**config.mk**
```make
export PLATFORM = sky130hd
export DESIGN_NAME = neuron_stream
export DESIGN_NICKNAME = d
export VERILOG_FILES = /design/src/rtl/neuron_stream.sv
export SDC_FILE = /design/constraint.sdc
export NUM_CORES = 1
export LEC_CHECK = 0
export BUFFER_PORTS_ARGS = -buffer_cell sky130_fd_sc_hd__clkbuf_2
export CAP_MARGIN = 5
export CORE_UTILIZATION = 45
export CTS_BUF_LIST = sky130_fd_sc_hd__clkbuf_8
export DETAILED_ROUTE_END_ITERATION = 8
export GPL_TIMING_DRIVEN = 0
export HOLD_SLACK_MARGIN = 0.1
export PLACE_DENSITY = 0.61
export SETUP_SLACK_MARGIN = 0.02
export SLEW_MARGIN = 20
export SYNTH_ARGS = -nofsm -noshare
export SYNTH_HDL_FRONTEND = slang
export SYNTH_SLANG_ARGS = --single-unit
```
**constraint.sdc**
```tcl
create_clock -name clk -period 3.2 [get_ports clk]
set_input_delay 0.16 -clock clk [delete_from_list [all_inputs] [get_ports clk]]
set_output_delay 0.16 -clock clk [all_outputs]
set_load 0.02 [all_outputs]
```
**src/rtl/neuron_stream.sv**
```systemverilog
// neuron_stream: streaming N_IN-tap neuron, y = act(sum x*w + bias).
// Optional macro NEURON_LEAKY_EN selects leaky ReLU instead of plain ReLU.
//
// Ports:
//   clk, rst            clock, async active-high reset
//   sync_clr            synchronous abort of the sample in progress
//   in_valid/in_ready   tap handshake, carries x, w (and bias on tap 0)
//   out_valid/out_ready result handshake, carries y
//   tap_idx             index of the next tap to be accepted
module neuron_stream #(
  parameter int DATA_W     = 8,
  parameter int N_IN       = 4,
  parameter int LEAK_SHIFT = 3,
  localparam int ACC_W     = 2*DATA_W + $clog2(N_IN),
  localparam int OUT_W     = ACC_W + 1,
  localparam int TAP_W     = $clog2(N_IN)
) (
  input  logic                     clk,
  input  logic                     rst,
  input  logic                     sync_clr,
  input  logic                     in_valid,
  output logic                     in_ready,
  input  logic signed [DATA_W-1:0] x,
  input  logic signed [DATA_W-1:0] w,
  input  logic signed [DATA_W-1:0] bias,
  output logic                     out_valid,
  input  logic                     out_ready,
  output logic signed [OUT_W-1:0]  y,
  output logic [TAP_W-1:0]         tap_idx
);

  typedef enum logic [1:0] {
    ACCUM, SUM, ACT, HOLD
  } state_t;

  state_t                   state;
  logic signed [ACC_W-1:0]  acc;
  logic signed [DATA_W-1:0] bias_q;
  logic signed [OUT_W-1:0]  sum;

  logic signed [2*DATA_W-1:0] prod;
  logic signed [ACC_W-1:0]    prod_x;
  logic                       last_tap;
  logic signed [OUT_W-1:0]    act_val;

  assign prod     = x * w;
  assign prod_x   = {{(ACC_W-2*DATA_W){prod[2*DATA_W-1]}}, prod};
  assign last_tap = (tap_idx == TAP_W'(N_IN - 1));
  assign in_ready = (state == ACCUM);

`ifdef NEURON_LEAKY_EN
  // Arithmetic shift floors negative sums toward -inf.
  assign act_val = sum[OUT_W-1] ? (sum >>> LEAK_SHIFT) : sum;
`else
  assign act_val = sum[OUT_W-1] ? '0 : sum;
  // The leak amount has no role in plain ReLU.
  logic unused_leak;
  assign unused_leak = ^LEAK_SHIFT;
`endif

  always_ff @(posedge clk or posedge rst) begin
    if (rst) begin
      state     <= ACCUM;
      acc       <= '0;
      bias_q    <= '0;
      sum       <= '0;
      tap_idx   <= '0;
      out_valid <= 1'b0;
      y         <= '0;
    end else begin
      unique case (state)
        ACCUM: begin
          if (sync_clr) begin
            acc     <= '0;
            tap_idx <= '0;
          end else if (in_valid) begin
            // Tap 0 starts a fresh sample and latches its bias.
            if (tap_idx == '0) begin
              acc    <= prod_x;
              bias_q <= bias;
            end else begin
              acc <= acc + prod_x;
            end
            if (last_tap) begin
              tap_idx <= '0;
              state   <= SUM;
            end else begin
              tap_idx <= tap_idx + TAP_W'(1);
            end
          end
        end
        SUM: begin
          if (sync_clr) begin
            acc   <= '0;
            state <= ACCUM;
          end else begin
            sum <= {acc[ACC_W-1], acc}
                 + {{(OUT_W-DATA_W){bias_q[DATA_W-1]}}, bias_q};
            state <= ACT;
          end
        end
        ACT: begin
          if (sync_clr) begin
            acc   <= '0;
            state <= ACCUM;
          end else begin
            y         <= act_val;
            out_valid <= 1'b1;
            state     <= HOLD;
          end
        end
        HOLD: begin
          // Result is committed; sync_clr cannot retract it.
          if (out_ready) begin
            out_valid <= 1'b0;
            state     <= ACCUM;
          end
        end
        default: state <= ACCUM;
      endcase
    end
  end

endmodule

```
* Word level (Yosys, flattened, before mapping)
Index checks and enable logic that the tools add are counted.
** Word-level totals
- Register bits :: 69
- Logic and storage cells :: 55
- Output and inout bits :: 23
- Bits of input ports :: 29
** Cells by class
- Reduce and logical (&&, ||, !) cells :: 13
- Bitwise operators :: 1
- Muxes and demuxes :: 19
- Multipliers :: 1
- Equality and inequality tests :: 11
- Add/sub/neg operators :: 3
** Operators with widths (count)
- two-way mux 18 bit :: 5
- case mux 18 bit (2 select lines) :: 1
- adder 18 x 8 -> 19 bit :: 1
- adder 18 x 16 -> 18 bit :: 1
- two-way mux 2 bit :: 9
- multiplier 8 x 8 -> 16 bit :: 1
- != test 2 bit, second input constant :: 4
- case mux 2 bit (4 select lines) :: 1
- AND reduction 4 bit :: 2
- equality test 2 bit, second input constant :: 3
- AND reduction 2 bit :: 3
- AND reduction 3 bit :: 2
- nonzero test 2 bit :: 3
- zero test 2 bit :: 2
- != test 2 x 1 -> 1 bit, second input constant :: 2
- != test 3 bit, second input constant :: 1
- adder 2 x 1 -> 2 bit, second input constant :: 1
- equality test 2 x 1 -> 1 bit, second input constant :: 1
- two-way mux 1 bit :: 2
- case mux 1 bit (2 select lines) :: 1
- OR reduction 2 bit :: 1
- inverter 1 bit :: 1

* Depth between registers and ports, before layout
Gate-level depths: netlist of run 1.
- Word-level depth :: 6
- Mapped depth :: 24
- Depth with buffers taken out :: 23

* Least setup slack after synthesis of run 1
Ideal clock, no wire load.
- Path kind :: in2reg
- Start point :: input w[3]
- End point :: register acc[17]
- Required time :: 3.120 ns
- Cell stages on the path :: 19
- Arrival :: 5.109 ns
- Path slack :: -1.989 ns
- Library setup time :: 0.080 ns
- Path buffers :: 0
- Path through :: and2_1 -> fa_1 -> inv_1 -> fa_1 -> inv_1 -> fa_1 -> inv_1 -> fa_1 -> inv_1 -> ha_1 -> o41ai_1 -> xnor2_1 -> ha_1 -> a21o_2 -> a211oi_1 -> a211oi_2 -> mux2i_1 -> o31a_1 -> o211ai_2
** On the way
- Longest elaborated chain between the ends :: 6
** Ends and longest elaborated chain
- from (decl) :: line 24 : input logic signed [DATA_W-1:0] w,
- multiplier 8 x 8 -> 16 bit * :: line 46 : assign prod = x * w;
- adder 18 x 16 -> 18 bit :: line 82 : acc <= acc + prod_x;
- two-way mux 18 bit * :: line 78 : if (tap_idx == '0) begin
- two-way mux 18 bit * :: line 76 : end else if (in_valid) begin
- two-way mux 18 bit * :: line 73 : if (sync_clr) begin
- case mux 18 bit (2 select lines) * :: line 71 : unique case (state)
- to (signal assigned) :: line 79 : acc <= prod_x;
- to (signal assigned) :: line 82
- to (decl) :: line 37 : logic signed [ACC_W-1:0] acc;
Every way passes the cells marked *; elsewhere a longest branch is shown, timed or not. The select of a mux whose other input is x is not followed.
A chain may end at the register's enable or synchronous reset.

* Worst setup path after layout of run 1
Ends and elaborated chain as after synthesis.

==> results of run 1 <==
## layer usage
layer | up-vias | wire, um | part of all wire
met3 | 21 | 565 | 0.032
li1 | 2918 | - | -
met2 | 122 | 8827 | 0.49
met5 | - | 0 | 0
met4 | 0 | 172 | 0.0096
met1 | 3052 | 8287 | 0.46
## state kept, by name, indices dropped and copies added, names as in the netlist
register / flops
sum: 19
acc: 18
bias_q: 8
y: 18
state: 2
out_valid: 1
tap_idx: 2
## layout make-up
cell class,count,area [um^2]
inverter,116,446.7
buffer,20,105.1
clock inverter,7,76.32
clock buffer,9,123.9
fill,1314,6078
sequential,68,1702
timing repair buffer,105,930.9
multi-input combinational,599,5644
tap,211,264.0
## worst paths after layout
kind	from	to	slack, ns	cells after the start
setup / recovery	w[3]	acc[17]	-1.66	25
hold / removal	sync_clr	tap_idx[1]	0.20	2
setup reg to reg	bias_q[7]	sum[15]	0.59	8
hold reg to reg	sum[0]	sum[0]	0.48	2
max in group asynchronous	rst	acc[9]	2.31	4
min in group asynchronous	rst	tap_idx[1]	0.32	3
## critical path: cells and delay by family
kind                     cells  cell delay, ns
AO/OA/AOI/OAI                7            0.99
multiplexers                 1            0.20
buffers and inverters        7            0.65
adder cells (fa/ha/maj)      6            2.54
AND/OR/NAND/NOR              3            0.32
XOR/XNOR                     1            0.24
## repair_timing
item,in CTS,in global routing
hold buffers,10,0
setup endpoints to repair,13,13
resized for setup,110,47
buffers inserted,33,13
pin swaps,62,43
hold endpoints to repair,36,0
## cell usage after synthesis (3+ instances only)
master    number
inv_1        116
nand2_1       79
ha_1          70
dfrtp_1       68
o21ai_0       64
fa_1          57
and2_1        45
a21oi_1       39
nor2_1        31
nand2b_1      27
xnor2_1       23
clkbuf_1      14
xor2_1        14
a21o_1        12
nor3_1        11
mux2_2         9
nand3_1        9
a22oi_1        7
a31oi_1        7
nor2b_1        7
and3_1         6
o21bai_1       6
o31ai_1        6
a211oi_1       5
a22o_1         5
o21a_1         5
mux2i_1        4
nand4_1        4
a311oi_1       3
buf_6          3
o21ai_1        3
o41ai_1        3
## stage by stage
step	util	TNS [ns]	setup WS, ns	hold WS (ns)	cells
2_1_floorplan	-	-13.68	-1.650	0.3106	803
3_3_place_gp	0.5132	-20.01	-2.222	0.3927	1063
3_5_place_dp	0.5147	-20.81	-2.280	0.1706	1064
4_1_cts	0.5829	-13.87	-1.605	0.2019	1122
5_1_grt	0.6046	-17.28	-1.886	0.2750	1135
6_report	0.6046	-15.13	-1.661	0.2048	1135
## cell families after synthesis
logic type               after synthesis  synth area share
XOR/XNOR                              37           0.04521
multiplexers                          13           0.01972
buffers and inverters                136           0.07540
other                                  1         0.0005231
AO/OA/AOI/OAI                        190            0.1773
adder cells (fa/ha/maj)              127            0.2814
flip-flops                            68            0.2374
AND/OR/NAND/NOR                      231            0.1630
==> metrics.cfg, run 1 <==
[cts]
htree_levels=3
cts_tree=yes
numClockSinks=68
clock_latency_ns=0.36
root_buffer=clkbuf_8
clockBufferDepth=2
clkTransAtPathRegs_ns=0.09
cts_made_buffers=9

[global_routing]
grt_pass1_vias=6187
antenna_found_initial=0
use_met2=0.3949
grt_pass1_wl_um=29820
grtUsageMet1=0.3102
grt-ovfl-total=0
grt_usage=0.2287
grt_max_degree=42
grt.busiest_layer=met2
met3_usage=0.02504

[min_path]
hold_class=in -> reg

[placement]
gp_congestion=0.8808
place_area_um2=7911
port_buffers=49
dp_hpwl_um=13400

[synthesis]
ys_ff_latch=68
synth_top_area_share=0.2374
synthDistinctLibCells=66
syn-num-nets=959
netlist_area_um2=7168
ys.flop_type=dfrtp_1
synth_area_leaders=dfrtp_1 24%, fa_1 16%, ha_1 12%
ys_warn_count=0
avgSynthCellArea_um2=8.927
netlist_instances=803
synth_top_area_cell=dfrtp_1
synthArstFlopShare=1.000
synth_seq_area_share=0.2374
synth_edf_count=0

[setup_path]
path_class=in -> reg
slowest_delay_ns=0.55
worstPathRequired_ns=3.44
end_kind=register
crit_arrival_ns=5.10
crit_fanout=8
critPathSlowestCell=fa_1
startpoint_type=primary input

[floorplan]
rows=45
die_h_um=128.2
dieArea_um2=16440
start_util=0.4663
core-area_um2=15370
ioPinCount=52
dieWidth_um=128.2

[detailed_routing]
drt.antenna.violating_nets=0
drc_errors=0
wl_per_cell_um=15.73
dr.pass1.iters=5
drt_first_iter_violations=339
routed_wl_um=17850
via_per_inst=5.386
vias=6113

[sta]
fmax_mhz=205.7
finalSetupViolations=13
fin_crit_sh=1.519
drv_slew=0
period_minus_slack_ns=4.861
rsz0062_at_grt=true
setup_slack_ns=-1.661
fin_skew_ns=0.01069
tightest_slew_ns=1.015
maxSlewHeadroom=0.3220
final-hold-violation-count=0

[cells_and_area]
drive_gt1_frac=0.2825
nets=1075
design_area_um2=9293
final_common_cell=inv_1
syn_to_final_growth_pct=29.64
final_cell_mix=96 x inv_1, 75 x nand2_1, 68 x dfrtp_1
diodes=0

[outcome]
violations=negative setup slack
outcome=finished, violations left

[flow_run]
maxCapViolCount=0

Power of run 1 is left out: the tool's default activity adds up to more than one toggle a clock period on the data nets, which glitch-free logic cannot reach.
==> run 2, diff against run 1 <==
--- a/config.mk
+++ b/config.mk
@@ -5,6 +5,7 @@
 export SDC_FILE = /design/constraint.sdc
 export NUM_CORES = 1
 export LEC_CHECK = 0
+export ABC_AREA = 1
 export BUFFER_PORTS_ARGS = -buffer_cell sky130_fd_sc_hd__clkbuf_2
 export CAP_MARGIN = 5
 export CORE_UTILIZATION = 45
==> metrics.cfg, run 2 <==
[setup_path]
reg2reg_to=acc[8]
reg2reg_slack_ns=0.90  ; +0.31 ns
crit_fanout=8  ; unchanged
worstPathRequired_ns=3.51  ; +0.07 ns
path_class=in -> reg
startpoint_type=primary input
end_kind=register
crit_arrival_ns=4.99  ; -0.11 ns
worstRegToRegCells=13  ; +5
r2r-start=acc[0]

[placement]
post-place-ws_ns=-2.005  ; +0.2743 ns
port_buffers=35  ; -29%
gp_congestion=0.8969  ; +1.8%
dp_hpwl_um=15540  ; +16%
dp.cells=1335  ; +25%

[cts]
clockBufferDepth=2  ; unchanged
cts_made_buffers=9  ; unchanged
clock_latency_ns=0.36  ; about the same
htree_levels=3  ; unchanged
numClockSinks=68  ; unchanged
root_buffer=clkbuf_8
cts_tree=yes
clkTransAtPathRegs_ns=0.09  ; about the same

[detailed_routing]
via_per_inst=5.056  ; -6.1%
routed_wl_um=19960  ; +12%
dr.pass1.iters=5  ; unchanged
drt.antenna.violating_nets=0  ; unchanged
wl_per_cell_um=14.07  ; -11%
drt_first_iter_violations=374  ; +10%
vias=7174  ; +17%
drc_errors=0  ; unchanged

[sta]
final-hold-violation-count=0  ; unchanged
setup_slack_ns=-1.483  ; +0.1784 ns
rsz0062_at_grt=true
finalSetupViolations=12  ; -1
fin_crit_sh=1.463  ; -0.05575
maxSlewHeadroom=0.6062  ; +0.2842
hold_slack_ns=0.1996  ; -0.005148 ns
fin_skew_ns=0.01710  ; +0.006406 ns
tightest_slew_ns=0.5907  ; -0.4241 ns
period_minus_slack_ns=4.683  ; -0.1784 ns
drv_slew=0  ; unchanged
fmax_mhz=213.6  ; +3.8%

[min_path]
worstHoldEndpoint=tap_idx[1]
whs_path_depth=5  ; +3
hold_class=in -> reg
hp-start=in_valid

[synthesis]
synth_area_leaders=dfrtp_1 22%, fa_1 15%, nand2_1 14%
synthDistinctLibCells=50  ; -24%
netlist_instances=1079  ; +34%
synth_edf_count=0  ; unchanged
ys.flop_type=dfrtp_1
syn-num-nets=1235  ; +29%
netlist_area_um2=7712  ; +7.6%
synth_top_area_share=0.2206  ; -0.01675
ys_warn_count=0  ; unchanged
avgSynthCellArea_um2=7.148  ; -20%
synth.most_common_cell=nand2_1
synth_top_area_cell=dfrtp_1
synthArstFlopShare=1.000  ; unchanged
ys_ff_latch=68  ; unchanged
synth_seq_area_share=0.2206  ; -0.01675
synth_common_cells=294 x nand2_1, 217 x inv_1, 70 x ha_1

[global_routing]
grt_pass1_vias=6961  ; +13%
grt-ovfl-total=0  ; unchanged
grt_pass1_wl_um=33160  ; +11%
grt.busiest_layer=met2
antenna_found_initial=0  ; unchanged
grt_max_degree=37  ; -12%
grtUsageMet1=0.3133  ; +0.003064
use_met2=0.4017  ; +0.006774
met3_usage=0.02682  ; +0.001778
grt_usage=0.2344  ; +0.005757

[floorplan]
dieWidth_um=132.9  ; +3.7%
rows=47  ; +4.4%
dieArea_um2=17670  ; +7.5%
core-area_um2=16640  ; +8.3%
die_h_um=132.9  ; +3.7%
start_util=0.4634  ; -0.002917
ioPinCount=52  ; unchanged

[outcome]
outcome=finished, violations left
violations=negative setup slack

[cells_and_area]
final_cell_mix=254 x nand2_1, 176 x inv_1, 68 x dfrtp_1
largest_register=sum
multi_input_area_um2=5959  ; +5.6%
nets=1350  ; +26%
largest_reg_flops=19  ; unchanged
syn_to_final_growth_pct=31.72
num-fill-cells=1534  ; +17%
drive_gt1_frac=0.2844  ; +0.001936
post-route-util=0.6104  ; +0.005847
top_regs=sum (19), acc (18), y (18)
regArea_um2=1702  ; unchanged
instances_no_fill=1419  ; +25%
final_common_cell=nand2_1
diodes=0  ; unchanged

[flow_run]
maxCapViolCount=0  ; unchanged

-- run 2: cell types whose count changed after synthesis, moves of 20 or more --
cell and change:
and2_1 -45, inv_1 +101, nand2_1 +215, nand2b_1 -27
nand3_1 +54, nor2_1 +26, o21ai_0 -20
-- run 2: how the worst max path moves through the flow --
stage,to,depth (start not counted),from
6_report,acc[14],26,w[7]
2_1_floorplan,acc[17],29,x[7]
4_1_cts,acc[17],30,w[7]
3_5_place_dp,acc[17],28,w[7]
5_1_grt,acc[14],27,x[7]
3_3_place_gp,acc[17],28,w[7]
-- run 2: cell families (layout without fill, tap and decap cells) --
logic type / Yosys count / in the layout / synth area share
xor gates and xnor gates: 15 / 15 / 0.01703
adders and majority gates: 127 / 127 / 0.2615
and+or+nand+nor: 460 / 460 / 0.2521
buffers and inverters: 256 / 376 / 0.1290
DFF: 68 / 68 / 0.2206
other: 1 / 1 / 0.0004862
muxes: 7 / 7 / 0.01022
AOI/OAI and AO/OA: 145 / 145 / 0.1090
-- run 2: worst max-delay path: stages --
cell      delay (ns)
clkbuf_8        0.11
inv_4           0.05
or2_4           0.23
fa_1            0.52
inv_2           0.04
fa_2            0.57
inv_2           0.04
fa_1            0.46
fa_1            0.53
inv_2           0.04
ha_4            0.24
buf_4           0.14
a31oi_2         0.22
nand4_1         0.23
buf_4           0.21
buf_4           0.12
buf_4           0.12
buf_4           0.12
buf_4           0.13
buf_4           0.12
buf_4           0.12
buf_4           0.12
buf_4           0.12
nand3_2         0.08
nand3_2         0.09
nand2_1         0.06
-- run 2: metrics by stage --
step / instance area [um^2] / setup TNS, ns
2_1_floorplan: 8287 / -13.32
3_3_place_gp: 8737 / -19.01
3_5_place_dp: 8760 / -19.11
4_1_cts: 9693 / -12.50
5_1_grt: 10160 / -16.31
6_report: 10160 / -13.95
-- run 2: timing repair --
item / in CTS / in global routing
pin swaps: 66 / 95
resized for setup: 70 / 93
setup buffers: 40 / 22
endpoints found under the setup margin: 12 / 13
hold endpoints to repair: 43 / 0
hold buffers: 9 / 0
-- run 2: layout make-up --
cell class                      instances  area share
Buffer                                 29     0.03498
Clock buffer                           10     0.01355
Clock inverter                          6    0.007021
Inverter                              227     0.08572
Multi-Input combinational cell        755      0.5866
Sequential cell                        68      0.1675
Tap cell                              220     0.02710
Timing Repair Buffer                  104     0.07747
-- run 2: metal layers --
metal	up-vias	routed length, um
li1	3595	-
met5	-	0
met1	3420	9570
met2	141	9444
met4	0	312
met3	18	635
Power of run 2 is left out for the same reason.
